==> src/rtl/i2c_pkg.sv <==
// Shared types and constants for the I2C slave register-write controller.
// Holds the transaction FSM encoding, status bit positions and ACK levels.
package i2c_pkg;

    typedef enum logic [2:0] {
        IDLE   = 3'd0,
        ADDR   = 3'd1,
        PTR    = 3'd2,
        DATA   = 3'd3,
        IGNORE = 3'd4
    } state_t;

    localparam int ST_BUSY   = 0;
    localparam int ST_HIT    = 1;
    localparam int ST_RDERR  = 2;
    localparam int ST_PTRERR = 3;
    localparam int ST_WRAP   = 4;

    localparam logic ACK  = 1'b1;
    localparam logic NACK = 1'b0;

endpackage

==> src/rtl/i2c_slave_reg_ctrl.sv <==
// Transaction controller behind the I2C slave byte receiver: address match,
// register-pointer load, data writes, per-byte ACK/NACK and sticky status.
module i2c_slave_reg_ctrl
    import i2c_pkg::*;
#(
    parameter logic [6:0] SLAVE_ADDR = 7'h50,
    parameter int         NUM_REGS   = 16,
    parameter int         AW         = 4
) (
    input  logic          clk,
    input  logic          reset,
    input  logic          rx_start,
    input  logic          rx_stop,
    input  logic          rx_valid,
    input  logic [7:0]    rx_data,
    input  logic          status_clr,
    output logic          rx_ack,
    output logic          reg_we,
    output logic [AW-1:0] reg_addr,
    output logic [7:0]    reg_wdata,
    output logic [7:0]    wr_count,
    output logic [7:0]    status
);

    localparam logic [8:0]    NUM_REGS_W = 9'(NUM_REGS);
    localparam logic [AW-1:0] PTR_MAX    = AW'(NUM_REGS - 1);

    state_t        state_q, state_d;
    logic [AW-1:0] ptr_q;
    logic          hit_q, rd_err_q, ptr_err_q, wrap_q;

    logic ack_upd, ack_val, do_write, ptr_load;
    logic set_hit, set_rd, set_perr, set_wrap;

    // Handshake: rx_start/rx_stop/rx_valid are single-cycle pulses with no
    // back-pressure; each accepted byte yields a registered ACK one cycle later.
    always_comb begin
        state_d  = state_q;
        ack_upd  = 1'b0;
        ack_val  = NACK;
        do_write = 1'b0;
        ptr_load = 1'b0;
        set_hit  = 1'b0;
        set_rd   = 1'b0;
        set_perr = 1'b0;
        set_wrap = 1'b0;
        if (rx_start) begin
            // A byte arriving with START belongs to no transfer and is dropped.
            state_d = ADDR;
        end else begin
            if (rx_valid) begin
                case (state_q)
                    ADDR: begin
                        ack_upd = 1'b1;
                        if (rx_data[7:1] == SLAVE_ADDR && !rx_data[0]) begin
                            ack_val = ACK;
                            set_hit = 1'b1;
                            state_d = PTR;
                        end else begin
                            set_rd  = (rx_data[7:1] == SLAVE_ADDR);
                            state_d = IGNORE;
                        end
                    end
                    PTR: begin
                        ack_upd = 1'b1;
                        if ({1'b0, rx_data} < NUM_REGS_W) begin
                            ack_val  = ACK;
                            ptr_load = 1'b1;
                            state_d  = DATA;
                        end else begin
                            set_perr = 1'b1;
                            state_d  = IGNORE;
                        end
                    end
                    DATA: begin
                        ack_upd  = 1'b1;
                        ack_val  = ACK;
                        do_write = 1'b1;
                        set_wrap = (ptr_q == PTR_MAX);
                    end
                    IGNORE: ack_upd = 1'b1;
                    default: ;
                endcase
            end
            if (rx_stop) state_d = IDLE;
        end
    end

    always_ff @(posedge clk) begin
        if (reset) begin
            state_q   <= IDLE;
            rx_ack    <= NACK;
            reg_we    <= 1'b0;
            reg_addr  <= '0;
            reg_wdata <= '0;
            wr_count  <= '0;
            ptr_q     <= '0;
            hit_q     <= 1'b0;
            rd_err_q  <= 1'b0;
            ptr_err_q <= 1'b0;
            wrap_q    <= 1'b0;
        end else begin
            state_q <= state_d;
            reg_we  <= do_write;
            if (ack_upd) rx_ack <= ack_val;
            if (do_write) begin
                reg_addr  <= ptr_q;
                reg_wdata <= rx_data;
                ptr_q     <= ptr_q + AW'(1);
                if (wr_count != 8'hFF) wr_count <= wr_count + 8'd1;
            end else if (ptr_load) begin
                ptr_q <= rx_data[AW-1:0];
            end
            if (rx_start) wr_count <= '0;
            // Set events outrank a simultaneous clear.
            hit_q     <= rx_start ? 1'b0 : ((hit_q & ~status_clr) | set_hit);
            rd_err_q  <= (rd_err_q  & ~status_clr) | set_rd;
            ptr_err_q <= (ptr_err_q & ~status_clr) | set_perr;
            wrap_q    <= (wrap_q    & ~status_clr) | set_wrap;
        end
    end

    always_comb begin
        status            = '0;
        status[ST_BUSY]   = (state_q != IDLE);
        status[ST_HIT]    = hit_q;
        status[ST_RDERR]  = rd_err_q;
        status[ST_PTRERR] = ptr_err_q;
        status[ST_WRAP]   = wrap_q;
    end

endmodule
==> config.mk <==
export PLATFORM = sky130hd
export DESIGN_NAME = i2c_slave_reg_ctrl
export DESIGN_NICKNAME = d
export VERILOG_FILES = /design/src/rtl/i2c_pkg.sv /design/src/rtl/i2c_slave_reg_ctrl.sv
export SDC_FILE = /design/constraint.sdc
export NUM_CORES = 1
export LEC_CHECK = 0
export BUFFER_PORTS_ARGS = -buffer_cell sky130_fd_sc_hd__buf_2
export CORE_ASPECT_RATIO = 1.4
export CORE_MARGIN = 2
export CORE_UTILIZATION = 56
export CTS_CLUSTER_DIAMETER = 200
export CTS_CLUSTER_SIZE = 16
export DETAILED_ROUTE_END_ITERATION = 12
export GPL_ROUTABILITY_DRIVEN = 0
export GPL_TIMING_DRIVEN = 0
export PLACE_DENSITY = 0.82
export SETUP_SLACK_MARGIN = 0.2
export SYNTH_ARGS = -nofsm -noshare
export SYNTH_HDL_FRONTEND = slang
export SYNTH_SLANG_ARGS = --single-unit
==> constraint.sdc <==
create_clock -name clk -period 2.4 [get_ports clk]
set_input_delay 0.24 -clock clk [delete_from_list [all_inputs] [get_ports clk]]
set_output_delay 0.24 -clock clk [all_outputs]
set_load 0.005 [all_outputs]
==> results.py <==
metrics = {
    "power": {
        "ir_drop_mv": 0.619,
        "finalPower_mw": 1.16,
        "swShare": 0.210,
        "seqPwrFrac": 0.474,
        "p_switching_mw": 0.244,
        "pwr_density_cell_nw_per_um2": 577,
        "intPower_mw": 0.917,
        "clkPwrFrac": 0.465,
        "power_leakage_nw": 0.833,
        "combPwrFrac": 0.061,
    },
    "synthesis": {
        "ys_ff_latch": 33,
        "synth_ff_type": "dfxtp_1",
        "async_reset_ff_frac": 0,
        "ys_seq_area_frac": 0.401,
        "avgSynthCellArea_um2": 8.41,
        "yosysWarnings": 0,
        "syn-cell-area_um2": 1650,
        "syn_inst": 196,
        "synth_enable_flop_cells": 0,
        "ys_types": 49,
    },
    "die": {
        "fp.dieH_um": 68.2,
        "num_rows": 23,
        "fp.dieW_um": 49.9,
        "design.portCount": 44,
        "die_area_um2": 3400,
        "initial_core_util": 0.579,
        "core_area_um2": 2850,
    },
    "timing": {
        "skew_ns": 0.00579,
        "setup_violations": 0,
        "min_period_ns": 1.60,
        "fmaxAchievable_mhz": 625,
        "hold_violations": 0,
        "final_max_slew_viol_count": 0,
        "rsz0062_at_grt": "no",
        "finalSetupTns_ns": 0,
        "fin_crit_sh": 0.667,
        "worst-slew-pin-transition_ns": 0.553,
        "slew_headroom": 0.629,
    },
    "global_route": {
        "grt_max_degree": 11,
        "grt_pass1_wl_um": 6170,
        "track_usage": 0.240,
        "gr-total-overflow": 0,
        "grt_antenna_before_repair": 0,
        "grt_pass1_vias": 1394,
    },
    "detailed_routing": {
        "wl_per_cell_um": 13.0,
        "firstDrtPassIters": 4,
        "wl_met1_um": 1520,
        "vias": 1586,
        "routed_wl_um": 3670,
        "met2RoutedLength_um": 1950,
        "drtIter0Drc": 29,
        "dr_wl_met3_um": 141,
        "top_layer_used": "met4",
        "ant_nets": 0,
        "viasPerCell": 5.62,
        "route.detailed.drc": 0,
    },
    "placement": {
        "dpl.hpwl_um": 2790,
        "dp_cells": 274,
        "place_area_um2": 1900,
        "io_buffers": 39,
    },
    "finish": {
        "fill_cells": 259,
        "finish.cell_count_without_fillers": 282,
        "area_growth_syn_to_layout_pct": 22.2,
        "diodes": 0,
        "regArea_um2": 661,
        "final_util": 0.707,
        "finalNetCount": 260,
        "drive_gt1_frac": 0.278,
        "multiInputGateArea_um2": 855,
        "stdcell_area_um2": 2010,
    },
    "clocking": {
        "ctsHoldBuffers": 0,
        "htreeDepth": 2,
        "clockBufferDepth": 2,
        "cts_inserted_buffers": 5,
        "clock_sinks": 33,
        "cts.reportedPaths.clkPinSlew_ns": 0.06,
        "clockRootBuffer": "clkbuf_8",
        "cts_resized": 0,
        "worstSkewPairLatency_ns": 0.29,
        "cts_tree": "yes",
        "postCtsSetupBuffers": 0,
    },
    "critical_path": {
        "crit_fanout": 8,
        "crit_path_end": "state_q[1]",
        "crit_type": "reg2reg",
        "critical_path_required_ns": 2.60,
        "rr_worst_depth": 5,
        "start_kind": "flip-flop",
        "end_kind": "flip-flop",
        "r2r_start": "state_q[0]",
        "critPathLaunch": "state_q[0]",
        "rr_endpoint": "state_q[1]",
        "arrival_ns": 1.80,
        "ff2ff_setup_slack_ns": 0.80,
    },
    "status": {
        "status": "complete, no violations",
    },
    "min_path": {
        "hold_class": "in2reg",
    },
    "job": {
        "maxCapViolCount": 0,
    },
}
cells in the mapped netlist (all sizes together), types with 2 or more instances:
cell	number	share of area
o32ai	2	0.011
o21ai	6	0.018
a31oi	2	0.0076
nor4	3	0.023
clkbuf	4	0.0091
nand3	7	0.021
nor3	6	0.018
a211oi	2	0.0091
or4	3	0.016
o311ai	2	0.011
o31ai	2	0.0091
and4bb	2	0.015
nand2b	6	0.023
or2	2	0.0076
o31a	2	0.011
nand2	30	0.070
dfxtp	33	0.40
inv	6	0.014
a21oi	24	0.073
nand4	4	0.015
buf	13	0.063
ha	2	0.015
nor2	11	0.035
a221oi	2	0.011
or3	3	0.011
layer usage:
| layer | GRT usage | vias up |
|---|---|---|
| li1 | - | 796 |
| met3 | 0.0590 | 5 |
| met2 | 0.442 | 35 |
| met1 | 0.261 | 750 |
| met5 | 0 | - |
| met4 | 0.101 | 0 |
cells by family after synthesis:
| logic type | Yosys count | share of synthesized area |
|---|---|---|
| simple gates | 85 | 0.295 |
| mux | 1 | 0.00607 |
| other cells | 1 | 0.00227 |
| compound gates | 49 | 0.184 |
| xor+xnor | 2 | 0.0106 |
| buf+inv | 23 | 0.0857 |
| flops | 33 | 0.401 |
| fa+ha+maj | 2 | 0.0152 |
state kept, by name (all words and copies together) (netlist names):
name       cells
ptr_err_q      1
rx_ack         1
rd_err_q       1
wr_count       8
state_q        3
wrap_q         1
ptr_q          4
reg_addr       4
reg_we         1
reg_wdata      8
hit_q          1
cells in the final DEF, fill, tap and decap left out, types with 2 or more instances in the layout:
| cell | synthesis | final |
|---|---|---|
| or4_1 | 2 | 2 |
| a21oi_1 | 24 | 24 |
| nor4_2 | 3 | 3 |
| nor3_1 | 6 | 6 |
| a211oi_1 | 2 | 2 |
| dfxtp_1 | 33 | 33 |
| buf_4 | 8 | 8 |
| nor2_1 | 10 | 10 |
| nand2_1 | 29 | 29 |
| a31oi_1 | 2 | 2 |
| or3_1 | 3 | 3 |
| and4bb_2 | 2 | 2 |
| o32ai_1 | 2 | 2 |
| buf_2 | 2 | 41 |
| nand4_1 | 4 | 4 |
| o31a_1 | 2 | 2 |
| o31ai_1 | 2 | 2 |
| conb_1 | 1 | 3 |
| nand3_1 | 7 | 7 |
| clkbuf_1 | 4 | 5 |
| nand2b_1 | 6 | 6 |
| inv_1 | 6 | 6 |
| a221oi_1 | 2 | 2 |
| o311ai_0 | 2 | 2 |
| ha_1 | 2 | 2 |
| clkbuf_8 | 0 | 6 |
| o21ai_0 | 5 | 5 |
| buf_6 | 3 | 3 |
critical path, cell delays in order (launching register included):
cell	delay, ns
dfxtp_1	0.30
buf_6	0.13
nor3b_1	0.48
a2111oi_0	0.22
o31a_1	0.18
nor4_2	0.20
power groups by stage:
stage	registers [mW]	clock network, mW	logic, mW
CTS	0.550	0.548	0.0710
finish	0.550	0.540	0.0714
global route	0.550	0.563	0.0786
floorplan	0.563	0	0.0420
global placement	0.563	0	0.0692
detailed placement	0.563	0	0.0707
how the worst min path moves through the flow:
stage,startpoint,slack [ns],endpoint,depth (start not counted)
floorplan,rx_stop,0.31,state_q[1],1
global route,rx_stop,0.16,state_q[1],2
global placement,reg_wdata[0],0.44,reg_wdata[0],2
finish,rx_stop,0.16,state_q[1],2
CTS,rx_stop,0.15,state_q[1],2
detailed placement,reg_addr[3],0.44,reg_addr[3],2
per-stage QoR:
step                hold slack (ns)  setup WS, ns
global route                  0.157         0.711
detailed placement            0.444         0.766
floorplan                     0.311         0.977
finish                        0.157         0.800
global placement              0.441         0.814
CTS                           0.152         0.814
area by class of cell:
| class | count | area share |
|---|---|---|
| multi-input cells | 142 | 0.424 |
| flip-flops and latches | 33 | 0.328 |
| repair buffers | 39 | 0.0969 |
| plain buffers | 17 | 0.0590 |
| clock buffers | 7 | 0.0429 |
| well taps | 37 | 0.0230 |
| clock inverters | 1 | 0.0149 |
| inverters | 6 | 0.0112 |
(Power assumes the default switching activity.)
